`src/rtl/glyph_pkg.sv`:
```
// Shared constants and FSM state type for the canvas-to-glyph packer.
//   CANVAS_LOG2 : canvas side is 2**CANVAS_LOG2 pixels
//   GLYPH_LOG2  : glyph side is 2**GLYPH_LOG2 blocks (also the row byte width)
//   BLOCK_LOG2  : each glyph bit covers a (2**BLOCK_LOG2)^2 pixel block
package glyph_pkg;

   localparam int unsigned CANVAS_LOG2 = 5;
   localparam int unsigned GLYPH_LOG2  = 3;
   localparam int unsigned BLOCK_LOG2  = CANVAS_LOG2 - GLYPH_LOG2;
   localparam int unsigned GLYPH_N     = 2 ** GLYPH_LOG2;
   localparam int unsigned ROW_W       = GLYPH_N;
   localparam int unsigned PIX_W       = 2 * CANVAS_LOG2;

   typedef enum logic [1:0] {
      IDLE = 2'd0,
      SCAN = 2'd1,
      EMIT = 2'd2,
      DONE = 2'd3
   } state_e;

endpackage

```
`src/rtl/glyph_row_accum.sv`:
```
// 8x8 glyph register file with bit-set, clear, indexed row read and all-zero flag.
//   clk, rst    : clock, synchronous active-high reset (clears all rows)
//   clear_i     : zero every row (takes priority over set_i)
//   set_i       : set bit (7-gx_i) of row gy_i
//   gx_i, gy_i  : glyph column / row of the bit to set
//   rd_idx_i    : row selected onto rd_row_c
//   rd_row_c    : combinational read of row rd_idx_i
//   all_zero_c  : combinational, high when every row is zero
module glyph_row_accum
   import glyph_pkg::*;
(
   input  logic                  clk,
   input  logic                  rst,
   input  logic                  clear_i,
   input  logic                  set_i,
   input  logic [GLYPH_LOG2-1:0] gx_i,
   input  logic [GLYPH_LOG2-1:0] gy_i,
   input  logic [GLYPH_LOG2-1:0] rd_idx_i,
   output logic [ROW_W-1:0]      rd_row_c,
   output logic                  all_zero_c
);

   logic [GLYPH_N-1:0][ROW_W-1:0] rows_q, rows_d;

   // Next row state; column gx maps to bit (GLYPH_N-1-gx), which is ~gx
   always_comb begin
      rows_d = rows_q;
      if (clear_i) begin
         rows_d = '0;
      end else if (set_i) begin
         rows_d[gy_i][~gx_i] = 1'b1;
      end
   end

   always_ff @(posedge clk) begin
      if (rst) begin
         rows_q <= '0;
      end else begin
         rows_q <= rows_d;
      end
   end

   assign rd_row_c   = rows_q[rd_idx_i];
   assign all_zero_c = (rows_q == '0);

endmodule

```
`src/rtl/canvas_glyph_packer.sv`:
```
// Scans the 32x32 1-bit canvas, OR-reduces each 4x4 block into an 8x8 glyph and
// writes the glyph as 8 handshaked row bytes to the word_display write port.
//   clk, rst     : clock, synchronous active-high reset
//   start        : one-cycle pulse, accepted only in IDLE; latches base_addr
//   base_addr    : destination address of glyph row 0
//   canvas_addr  : {y, x} pixel address into the canvas read port
//   canvas_data  : combinational canvas read data for canvas_addr
//   canvas_stall : canvas port owned by the writer this cycle; scan holds
//   wr_addr/data : row write address (base + r, wrapping) and row byte (bit 7 = gx 0)
//   wr_valid     : row offered; wr_ready accepts it at the clock edge
//   busy         : high during SCAN and EMIT
//   done         : one-cycle pulse after the last row is accepted
//   blank        : glyph was all zero; valid with done, held until next start
module canvas_glyph_packer
   import glyph_pkg::*;
#(
   parameter int unsigned ADDR_W = 10
)(
   input  logic              clk,
   input  logic              rst,
   input  logic              start,
   input  logic [ADDR_W-1:0] base_addr,
   output logic [PIX_W-1:0]  canvas_addr,
   input  logic              canvas_data,
   input  logic              canvas_stall,
   output logic [ADDR_W-1:0] wr_addr,
   output logic [ROW_W-1:0]  wr_data,
   output logic              wr_valid,
   input  logic              wr_ready,
   output logic              busy,
   output logic              done,
   output logic              blank
);

   state_e                state_q, state_d;
   logic [PIX_W-1:0]      p_q, p_d;
   logic [GLYPH_LOG2-1:0] r_q, r_d;
   logic [ADDR_W-1:0]     base_q, base_d;
   logic [ADDR_W-1:0]     wr_addr_q, wr_addr_d;
   logic [ROW_W-1:0]      wr_data_q, wr_data_d;
   logic                  wr_valid_q, wr_valid_d;
   logic                  busy_q, busy_d;
   logic                  done_q, done_d;
   logic                  blank_q, blank_d;

   logic                  acc_clear, acc_set;
   logic [GLYPH_LOG2-1:0] rd_idx_c;
   logic [ROW_W-1:0]      rd_row_c;
   logic                  all_zero_c;

   // Block coordinates are the high bits of x = p[4:0] and y = p[9:5]
   glyph_row_accum u_accum (
      .clk        (clk),
      .rst        (rst),
      .clear_i    (acc_clear),
      .set_i      (acc_set),
      .gx_i       (p_q[CANVAS_LOG2-1 -: GLYPH_LOG2]),
      .gy_i       (p_q[PIX_W-1 -: GLYPH_LOG2]),
      .rd_idx_i   (rd_idx_c),
      .rd_row_c   (rd_row_c),
      .all_zero_c (all_zero_c)
   );

   // Next-state and output logic
   always_comb begin
      state_d    = state_q;
      p_d        = p_q;
      r_d        = r_q;
      base_d     = base_q;
      wr_addr_d  = wr_addr_q;
      wr_data_d  = wr_data_q;
      wr_valid_d = wr_valid_q;
      busy_d     = busy_q;
      done_d     = 1'b0;
      blank_d    = blank_q;
      acc_clear  = 1'b0;
      acc_set    = 1'b0;
      // Preload the row that follows the one being offered
      rd_idx_c   = r_q + GLYPH_LOG2'(1);

      case (state_q)
         IDLE: begin
            if (start) begin
               state_d   = SCAN;
               base_d    = base_addr;
               p_d       = '0;
               acc_clear = 1'b1;
               busy_d    = 1'b1;
               blank_d   = 1'b0;
            end
         end
         SCAN: begin
            if (!canvas_stall) begin
               acc_set = canvas_data;
               if (&p_q) begin
                  // Last pixel only touches the bottom row, so row 0 is final here
                  state_d    = EMIT;
                  r_d        = '0;
                  rd_idx_c   = '0;
                  wr_valid_d = 1'b1;
                  wr_addr_d  = base_q;
                  wr_data_d  = rd_row_c;
               end else begin
                  p_d = p_q + PIX_W'(1);
               end
            end
         end
         EMIT: begin
            if (wr_valid_q && wr_ready) begin
               if (&r_q) begin
                  state_d    = DONE;
                  wr_valid_d = 1'b0;
                  busy_d     = 1'b0;
                  done_d     = 1'b1;
                  blank_d    = all_zero_c;
               end else begin
                  r_d       = r_q + GLYPH_LOG2'(1);
                  wr_addr_d = wr_addr_q + ADDR_W'(1);
                  wr_data_d = rd_row_c;
               end
            end
         end
         DONE: begin
            state_d = IDLE;
         end
         default: begin
            state_d = IDLE;
         end
      endcase
   end

   // State and output registers
   always_ff @(posedge clk) begin
      if (rst) begin
         state_q    <= IDLE;
         p_q        <= '0;
         r_q        <= '0;
         base_q     <= '0;
         wr_addr_q  <= '0;
         wr_data_q  <= '0;
         wr_valid_q <= 1'b0;
         busy_q     <= 1'b0;
         done_q     <= 1'b0;
         blank_q    <= 1'b0;
      end else begin
         state_q    <= state_d;
         p_q        <= p_d;
         r_q        <= r_d;
         base_q     <= base_d;
         wr_addr_q  <= wr_addr_d;
         wr_data_q  <= wr_data_d;
         wr_valid_q <= wr_valid_d;
         busy_q     <= busy_d;
         done_q     <= done_d;
         blank_q    <= blank_d;
      end
   end

   assign canvas_addr = p_q;
   assign wr_addr     = wr_addr_q;
   assign wr_data     = wr_data_q;
   assign wr_valid    = wr_valid_q;
   assign busy        = busy_q;
   assign done        = done_q;
   assign blank       = blank_q;

endmodule

```
`config.mk`:
```
export PLATFORM = sky130hd
export DESIGN_NAME = canvas_glyph_packer
export DESIGN_NICKNAME = d
export VERILOG_FILES = /design/src/rtl/glyph_pkg.sv /design/src/rtl/glyph_row_accum.sv /design/src/rtl/canvas_glyph_packer.sv
export SDC_FILE = /design/constraint.sdc
export NUM_CORES = 1
export LEC_CHECK = 0
export ABC_AREA = 1
export CAP_MARGIN = 0
export CORE_UTILIZATION = 45
export CTS_CLUSTER_DIAMETER = 120
export CTS_CLUSTER_SIZE = 8
export DETAILED_ROUTE_END_ITERATION = 8
export PLACE_DENSITY_LB_ADDON = 0.1
export SLEW_MARGIN = 40
export SYNTH_ARGS = -nofsm -noshare
export SYNTH_HDL_FRONTEND = slang
export SYNTH_HIERARCHICAL = 1
export SYNTH_SLANG_ARGS = --single-unit
```
`constraint.sdc`:
```
create_clock -name clk -period 3.8 [get_ports clk]
set_clock_uncertainty 0.15 [all_clocks]
set_input_delay 0.38 -clock clk [delete_from_list [all_inputs] [get_ports clk]]
set_output_delay 0.38 -clock clk [all_outputs]
set_load 0.02 [all_outputs]
```
==> results of run 1 <==
-- power by group through the flow --
stage / sequential [µW] / combinational (µW) / clock, µW
finish: 1410 / 1670 / 1100
detailed placement: 1430 / 1660 / 0
floorplan: 1510 / 1150 / 0
global placement: 1430 / 1630 / 0
CTS: 1410 / 1660 / 1120
global route: 1430 / 1890 / 1170
-- how the worst min path moves through the flow --
stage                          from        end  slack, ns
after CTS                 base_q[1]  base_q[1]       0.30
after floorplan           base_q[1]  base_q[1]       0.28
after detailed placement  base_q[1]  base_q[1]       0.29
after global placement         busy       busy       0.29
final                          busy       busy       0.30
after global routing           busy       busy       0.32
-- tightest hold or removal path, stage by stage (launching register included) --
cell     delay, ns
dfxtp_1       0.31
inv_1         0.05
a21oi_1       0.05
-- final cells by class --
type / instances / share of cell area, %
clock inverters: 6 / 1.81
well taps: 143 / 2.82
multi-input cells: 597 / 42.4
flip-flops and latches: 111 / 35.0
repair buffers: 53 / 8.11
inverters: 107 / 6.32
clock buffers: 10 / 3.60
-- cells by family after synthesis --
logic type	share of synthesized area, %
AO/OA/AOI/OAI	15.7
flip-flops	40.9
adder cells (fa/ha/maj)	1.84
buffers and inverters	9.91
AND/OR/NAND/NOR	31.7
-- cells in the final DEF (no fill, tap or decap), types with 2 or more instances in the layout --
cell type / n
a21oi_1: 115
buf_4: 6
bufinv_16: 3
clkbuf_16: 9
clkdlybuf4s50_1: 47
clkinv_1: 2
dfxtp_1: 111
ha_1: 8
inv_1: 102
inv_2: 3
inv_6: 2
nand2_1: 209
nand2_2: 2
nand3_1: 32
nand4_1: 7
nor2_1: 153
nor3_2: 5
o21ai_0: 52
-- per-layer routing --
| layer | share of wire [%] | track usage, % | vias to the layer above | wire length, µm |
|---|---|---|---|---|
| met5 | 0 | 0 | - | 0 |
| met4 | 1.5 | 7.20 | 0 | 218 |
| met3 | 6.9 | 6.15 | 18 | 995 |
| met2 | 42 | 34.8 | 177 | 6090 |
| met1 | 49 | 33.9 | 2404 | 7160 |
| li1 | - | - | 2724 | - |
-- metrics by stage --
step | utilization, % | instance area (µm²) | cells
3_5_place_dp | 51.7 | 6000 | 1011
3_3_place_gp | 51.6 | 6000 | 1011
6_report | 54.7 | 6350 | 1027
5_1_grt | 54.7 | 6350 | 1027
4_1_cts | 54.7 | 6350 | 1027
2_1_floorplan | - | 5440 | 844
-- Yosys cell counts (3+ instances only) --
library cell / count / share of area (%)
nand2_1: 209 / 14
inv_1: 102 / 7.0
nor2_1: 153 / 11
dfxtp_1: 111 / 41
clkbuf_1: 17 / 1.2
o21ai_0: 52 / 4.8
ha_1: 8 / 1.8
buf_1: 4 / 0.28
nor3_2: 5 / 0.92
a21oi_1: 115 / 11
buf_6: 3 / 0.62
nand3_1: 32 / 2.9
inv_2: 3 / 0.21
nand4_1: 7 / 0.81
buf_2: 5 / 0.46
-- sequential cells by signal, indices dropped and copies added (netlist names) --
register	count
done	1
r_q	3
canvas_addr	10
base_q	10
state_q	2
blank	1
busy	1
wr_addr	10
wr_valid	1
u_accum/rows_q	64
wr_data	8
==> results_dict.tcl, run 1 <==
set metrics [dict create \
    worst-path-buf-inv 2 \
    die_h_um 112 \
    ir_drop_v 0.000254 \
    gp_congestion 0.889 \
    fill_cells 1167 \
    ys_seq_elements 111 \
    synth_seq_area_share_pct 40.9 \
    slew_viol_final 0 \
    max_slew.worst_pin.slew_ns 0.866 \
    grt_first_pass_wirelength_um 23400 \
    critPathKind "flop to flop" \
    outcome "finished, violations left" \
    syn_avg_cell_area_um2 6.44 \
    drive_gt1_share_pct 4.52 \
    synthArstFlopShare_pct 0 \
    total_power_uw 4180 \
    worst_ep_arrival_time_ns 2.89 \
    grt_pass1_vias 4680 \
    area_growth_pct 16.8 \
    totalWireLength_um 14500 \
    grt_max_degree 65 \
    antenna_found_initial 0 \
    htree_levels 3 \
    finalWorstSetupSlack_ns 1.01 \
    postCtsSetupBuffers 0 \
    setup-tns-final_ns 0 \
    synth_cells 844 \
    portBuffers 47 \
    synth_area_mm2 0.00544 \
    min_path_type "flop to flop" \
    multi_input_area_mm2 0.00269 \
    crit_start "canvas_addr[0]" \
    crit_path_start_kind "flop" \
    start_util_pct 46.8 \
    rsz0062_at_grt "no" \
    dr.pass1.iters 7 \
    crit_path_top_delay_cell "dfxtp_1" \
    critPathRequiredTime_ns 3.90 \
    ctsResizeCount 0 \
    end_kind "flop" \
    hold_buffers 0 \
    io_pins 48 \
    switching_share_pct 39.6 \
    die_w_um 112 \
    holdWs_ns 0.304 \
    finalNetCount 903 \
    syn-num-nets 868 \
    hold_depth 2 \
    r2r-start "canvas_addr[0]" \
    dp_slack_ns 1.06 \
    worstSkewPairLatency_ns 0.35 \
    viasPerCell 5.18 \
    cts_num_sinks 111 \
    setup_viol_count_final 0 \
    fin_crit_ns 2.79 \
    cts_tree "yes" \
    core-area_mm2 0.0116 \
    gr-usage-all-layers_pct 23.7 \
    drv_cap 0 \
    r2r_slack_ns 1.01 \
    internal_power_uw 2520 \
    synth_flop_cell "dfxtp_1" \
    power_frac_clock_pct 26.3 \
    cp_cell_sequence "ha_1 > nand2_1 > nor2_2 > nand3_2 > nor2_1 > nor2_1 > buf_4 > inv_1 > a21oi_1 > o21ai_0 > nand2_1 > nand2_1 > nand2_1 > nor2_1 > nor2_1" \
    vias 5323 \
    n_antenna_cell 0 \
    drc 5 \
    seq_area_mm2 0.00222 \
    endpoint "wr_data[1]" \
    relSlewSlack_pct 42.0 \
    post-route-period-util_pct 73.4 \
    ys_warn_count 6 \
    clk_path_buf_depth 2 \
    combPwrFrac_pct 39.9 \
    synth_cell_type_count 29 \
    drt_iter0_markers 435 \
    r2r_cells 15 \
    violations "design-rule violations" \
    crit_family "simple AND/OR/NAND/NOR gates" \
    switchingPower_uw 1650 \
    grt_overflow 0 \
    wl_per_cell_um 14.1 \
    regToRegEndpoint "wr_data[1]" \
    placement_rows 39 \
    synth_edf_count 0 \
    power_frac_seq_pct 33.7 \
    dieArea_mm2 0.0125 \
    p_leak_uw 0.00276 \
    hold_viol 0 \
    powerDensity_mw_per_mm2 657 \
    ant_nets 0 \
    fmax_mhz 358 \
    cts-root-buf "clkbuf_16" \
    clk_pin_slew_ns 0.08 \
    cts_buffers 9 \
    hpwl_um 10300 \
    cp_num_cells 15 \
    max_stage_delay_ns 0.41 \
    critPathMaxFanout 17 \
]
(Power assumes the default switching activity.)
==> inputs of run 2 (changes only) <==
clock period = 2.46 ns   (was 3.8 ns; I/O delays follow)
==> results_dict.tcl, run 2 (synthesis results as in run 1) <==
set metrics [dict create \
    hpwl_um 10500 \
    vias 5379 \
    n_antenna_cell 0 \
    max_stage_delay_ns 0.34 \
    switching_share_pct 40.0 \
    r2r_slack_ns 0.15 \
    hold_depth 2 \
    crit_family "simple AND/OR/NAND/NOR gates" \
    grt_max_degree 65 \
    crit_path_start_kind "flop" \
    io_pins 48 \
    outcome "finished, violations left" \
    place_inst 1042 \
    gr-usage-all-layers_pct 23.9 \
    cts_tree "yes" \
    ir_drop_v 0.000393 \
    critPathMaxFanout 8 \
    placement_rows 39 \
    die_w_um 112 \
    post-route-period-util_pct 93.8 \
    grt_pass1_vias 4778 \
    finalNetCount 936 \
    drive_gt1_share_pct 8.72 \
    max_slew.worst_pin.slew_ns 0.822 \
    largest_reg_flops 64 \
    core-area_mm2 0.0116 \
    grt_overflow 0 \
    r2r_cells 17 \
    viasPerCell 5.07 \
    gp_congestion 0.961 \
    slew_viol_final 0 \
    internal_power_uw 3870 \
    drc 3 \
    end_kind "flop" \
    power_frac_seq_pct 33.8 \
    antenna_found_initial 0 \
    grt_first_pass_wirelength_um 23700 \
    totalWireLength_um 14600 \
    power_frac_clock_pct 23.0 \
    htree_levels 3 \
    final_area_mm2 0.00658 \
    wl_per_cell_um 13.7 \
    clk_path_buf_depth 2 \
    die_h_um 112 \
    setup_viol_count_final 0 \
    final_common_cell "nand2_1" \
    fmax_mhz 433 \
    crit_path_top_delay_cell "dfxtp_2" \
    top_register "u_accum/rows_q" \
    area_growth_pct 21.0 \
    placed_cell_area_mm2 0.00624 \
    dieArea_mm2 0.0125 \
    drt_iter0_markers 395 \
    cp_num_cells 17 \
    start_util_pct 46.8 \
    instances_no_fill 1060 \
    cts_buffers 9 \
    combPwrFrac_pct 43.3 \
    cp_cell_sequence "ha_2 > nand2_1 > nor2_4 > nand3_2 > nor2_2 > buf_4 > nor2_1 > buf_4 > inv_4 > buf_4 > a21oi_1 > o21ai_0 > nand2_1 > nand2_1 > nand2_1 > nor2_1 > nor2_1" \
    critPathRequiredTime_ns 2.55 \
    min_path_type "flop to flop" \
    clk_pin_slew_ns 0.07 \
    final_cell_mix "nand2_1, nor2_1, a21oi_1" \
    crit_top_cell "nand2_1" \
    cts-root-buf "clkbuf_16" \
    portBuffers 47 \
    switchingPower_uw 2580 \
    critPathKind "flop to flop" \
    worst_ep_arrival_time_ns 2.40 \
    worstSkewPairLatency_ns 0.35 \
    cts_num_sinks 111 \
    drv_cap 0 \
    relSlewSlack_pct 44.9 \
    fin_crit_ns 2.31 \
    total_power_uw 6450 \
    hold_viol 0 \
    powerDensity_mw_per_mm2 979 \
    dr.pass1.iters 7 \
    p_leak_uw 0.00290 \
    ant_nets 0 \
    worst-path-buf-inv 4 \
    violations "design-rule violations" \
]
-- run 2: worst paths after layout --
kind / start / to
max: canvas_addr[0] / wr_data[1]
min: busy / busy
max reg2reg: canvas_addr[0] / wr_data[1]
min reg2reg: busy / busy
-- run 2: per-stage QoR --
stage          setup WS, ns  setup TNS, ns  hold slack (ns)  util (%)
2_1_floorplan        0.0170              0            0.165         -
3_3_place_gp          0.146              0            0.292      53.7
3_5_place_dp          0.119              0            0.290      53.7
4_1_cts              0.0938              0            0.301      56.3
5_1_grt             -0.0100        -0.0199            0.321      56.7
6_report              0.152              0            0.302      56.7
-- run 2: layout make-up --
cell class | count | area, µm²
Inverter | 107 | 404
Clock buffer | 10 | 239
Fill cell | 1147 | 5030
Clock inverter | 6 | 60.1
Timing Repair Buffer | 86 | 777
Tap cell | 143 | 179
Multi-Input combinational cell | 597 | 2700
Sequential cell | 111 | 2220
-- run 2: per-layer routing --
layer	GRT usage [%]	vias up	share of wire, %
met5	0	-	0
met4	5.33	0	0.82
met3	5.28	8	6.3
met2	36.4	133	44
met1	34.4	2453	49
li1	-	2785	-
-- run 2: power by group through the flow --
stage	clock, µW	combinational (µW)	sequential [µW]
global placement	0	2680	2210
finish	1480	2790	2180
global route	1590	3150	2210
detailed placement	0	2710	2220
CTS	1510	2730	2180
floorplan	0	1780	2340
-- run 2: worst register-to-register path: stages, from the launching register on --
cell and delay (ns):
dfxtp_2 0.34, ha_2 0.19, nand2_1 0.09, nor2_4 0.16
nand3_2 0.10, nor2_2 0.10, buf_4 0.12, nor2_1 0.03
buf_4 0.16, inv_4 0.07, buf_4 0.13, a21oi_1 0.04
o21ai_0 0.12, nand2_1 0.08, nand2_1 0.07, nand2_1 0.07
nor2_1 0.10, nor2_1 0.06
-- run 2: repair_timing --
item / in CTS / in global routing
buffers inserted: 0 / 1
endpoints found under the setup margin: 0 / 8
hold buffers: 0 / 0
gates resized for setup: 0 / 15
==> inputs of run 3 (changes only) <==
CTS_BUF_LIST = sky130_fd_sc_hd__clkbuf_8   (was not set)
==> results_dict.tcl, run 3 (synthesis results as in run 1) <==
set metrics [dict create \
    outcome "finished, violations left" \
    violations "design-rule violations" \
    slew_viol_final 0 \
    r2r_slack_ns 0.16 \
    cts_tree "yes" \
    r2r-start "canvas_addr[0]" \
    worstSkewPairLatency_ns 0.40 \
    area_growth_pct 19.1 \
    hold_end "done" \
    placement_rows 39 \
    dieArea_mm2 0.0125 \
    htree_levels 3 \
    largest_reg_flops 64 \
    critPathMaxFanout 8 \
    die_w_um 112 \
    top_register "u_accum/rows_q" \
    worst_ep_arrival_time_ns 2.43 \
    wl_per_cell_um 13.8 \
    grt_pass1_vias 4792 \
    io_pins 48 \
    drt_iter0_markers 423 \
    grt_overflow 0 \
    ir_drop_v 0.000411 \
    total_power_uw 6100 \
    fmax_mhz 436 \
    instances_no_fill 1060 \
    finalNetCount 936 \
    antenna_found_initial 0 \
    r2r_cells 17 \
    setup_viol_count_final 0 \
    max_slew.worst_pin.slew_ns 0.842 \
    vias 5461 \
    die_h_um 112 \
    drv_cap 0 \
    portBuffers 47 \
    hold_buffers 0 \
    final_cell_mix "nand2_1, nor2_1, a21oi_1" \
    p_leak_uw 0.00286 \
    hold_viol 0 \
    placed_cell_area_mm2 0.00624 \
    dr.pass1.iters 7 \
    powerDensity_mw_per_mm2 941 \
    cts-root-buf "clkbuf_8" \
    core-area_mm2 0.0116 \
    cts_buffers 9 \
    hp-start "wr_ready" \
    relSlewSlack_pct 43.6 \
    crit_path_start_kind "flop" \
    drive_gt1_share_pct 8.62 \
    clk_path_buf_depth 2 \
    ant_nets 0 \
    end_kind "flop" \
    critPathKind "flop to flop" \
    met3_usage_pct 6.10 \
    totalWireLength_um 14600 \
    min_path_type "input pin to flop" \
    clk_pin_slew_ns 0.11 \
    final_area_mm2 0.00648 \
    post-route-period-util_pct 93.3 \
    drc 3 \
    start_util_pct 46.8 \
    met1_usage_pct 34.0 \
    use_met2_pct 36.3 \
    place_inst 1042 \
    grt_most_used_layer "met2" \
    grt_first_pass_wirelength_um 23700 \
    final_common_cell "nand2_1" \
    gp_congestion 0.961 \
    hpwl_um 10500 \
    final_util_pct 55.8 \
    critPathRequiredTime_ns 2.60 \
    cts_num_sinks 111 \
    n_antenna_cell 0 \
    regToRegEndpoint "wr_data[1]" \
    viasPerCell 5.15 \
    grt_max_degree 65 \
    fin_crit_ns 2.30 \
    gr-usage-all-layers_pct 24.0 \
    crit_start "canvas_addr[0]" \
    hold_depth 3 \
]
run 3: worst max path at each step:
stage                     slack (ns)          to  cells after the start
final                           0.16  wr_data[1]                     17
after global routing           -0.02  wr_data[7]                     17
after CTS                       0.08  wr_data[1]                     17
after detailed placement        0.12  wr_data[1]                     17
after global placement          0.15  wr_data[1]                     13
after floorplan                 0.02  wr_data[1]                     15
run 3: power breakdown:
group	internal [µW]	leakage [µW]	total [µW]	switching, µW
Clock	493	0.0000981	1130	637
Sequential	2010	0.000901	2180	165
Combinational	1040	0.00186	2790	1750
run 3: stage by stage:
step	hold slack, ns	setup WS [ns]	setup TNS (ns)
final	0.266	0.165	0
after global placement	0.292	0.146	0
after global routing	0.262	-0.0159	-0.0159
after floorplan	0.165	0.0170	0
after detailed placement	0.290	0.119	0
after CTS	0.259	0.0827	0
run 3: repair_timing:
item	CTS	global route
buffers inserted	0	1
resized for setup	0	13
endpoints found under the setup margin	0	8
hold endpoints to repair	0	0
run 3: layout make-up:
type | instances | area [µm²]
fill | 1153 | 5140
multi-input combinational | 597 | 2700
sequential | 111 | 2220
inverter | 107 | 402
clock buffer | 10 | 138
timing repair buffer | 86 | 777
clock inverter | 6 | 60.1
tap | 143 | 179
run 3: metal layers:
layer / part of all wire, % / up-vias
li1: - / 2785
met1: 49 / 2500
met2: 43 / 160
met3: 6.7 / 16
met4: 1.2 / 0
met5: 0 / -
run 3: worst max-delay path, stage by stage, from the launching register on:
cell and delay (ns):
dfxtp_2 0.35, ha_2 0.19, nand2_1 0.09, nor2_4 0.14
nand3_2 0.10, nor2_2 0.10, buf_4 0.12, nor2_1 0.03
buf_4 0.16, inv_2 0.08, buf_4 0.14, a21oi_1 0.04
o21ai_0 0.11, nand2_1 0.08, nand2_1 0.06, nand2_1 0.07
nor2_1 0.10, nor2_1 0.06
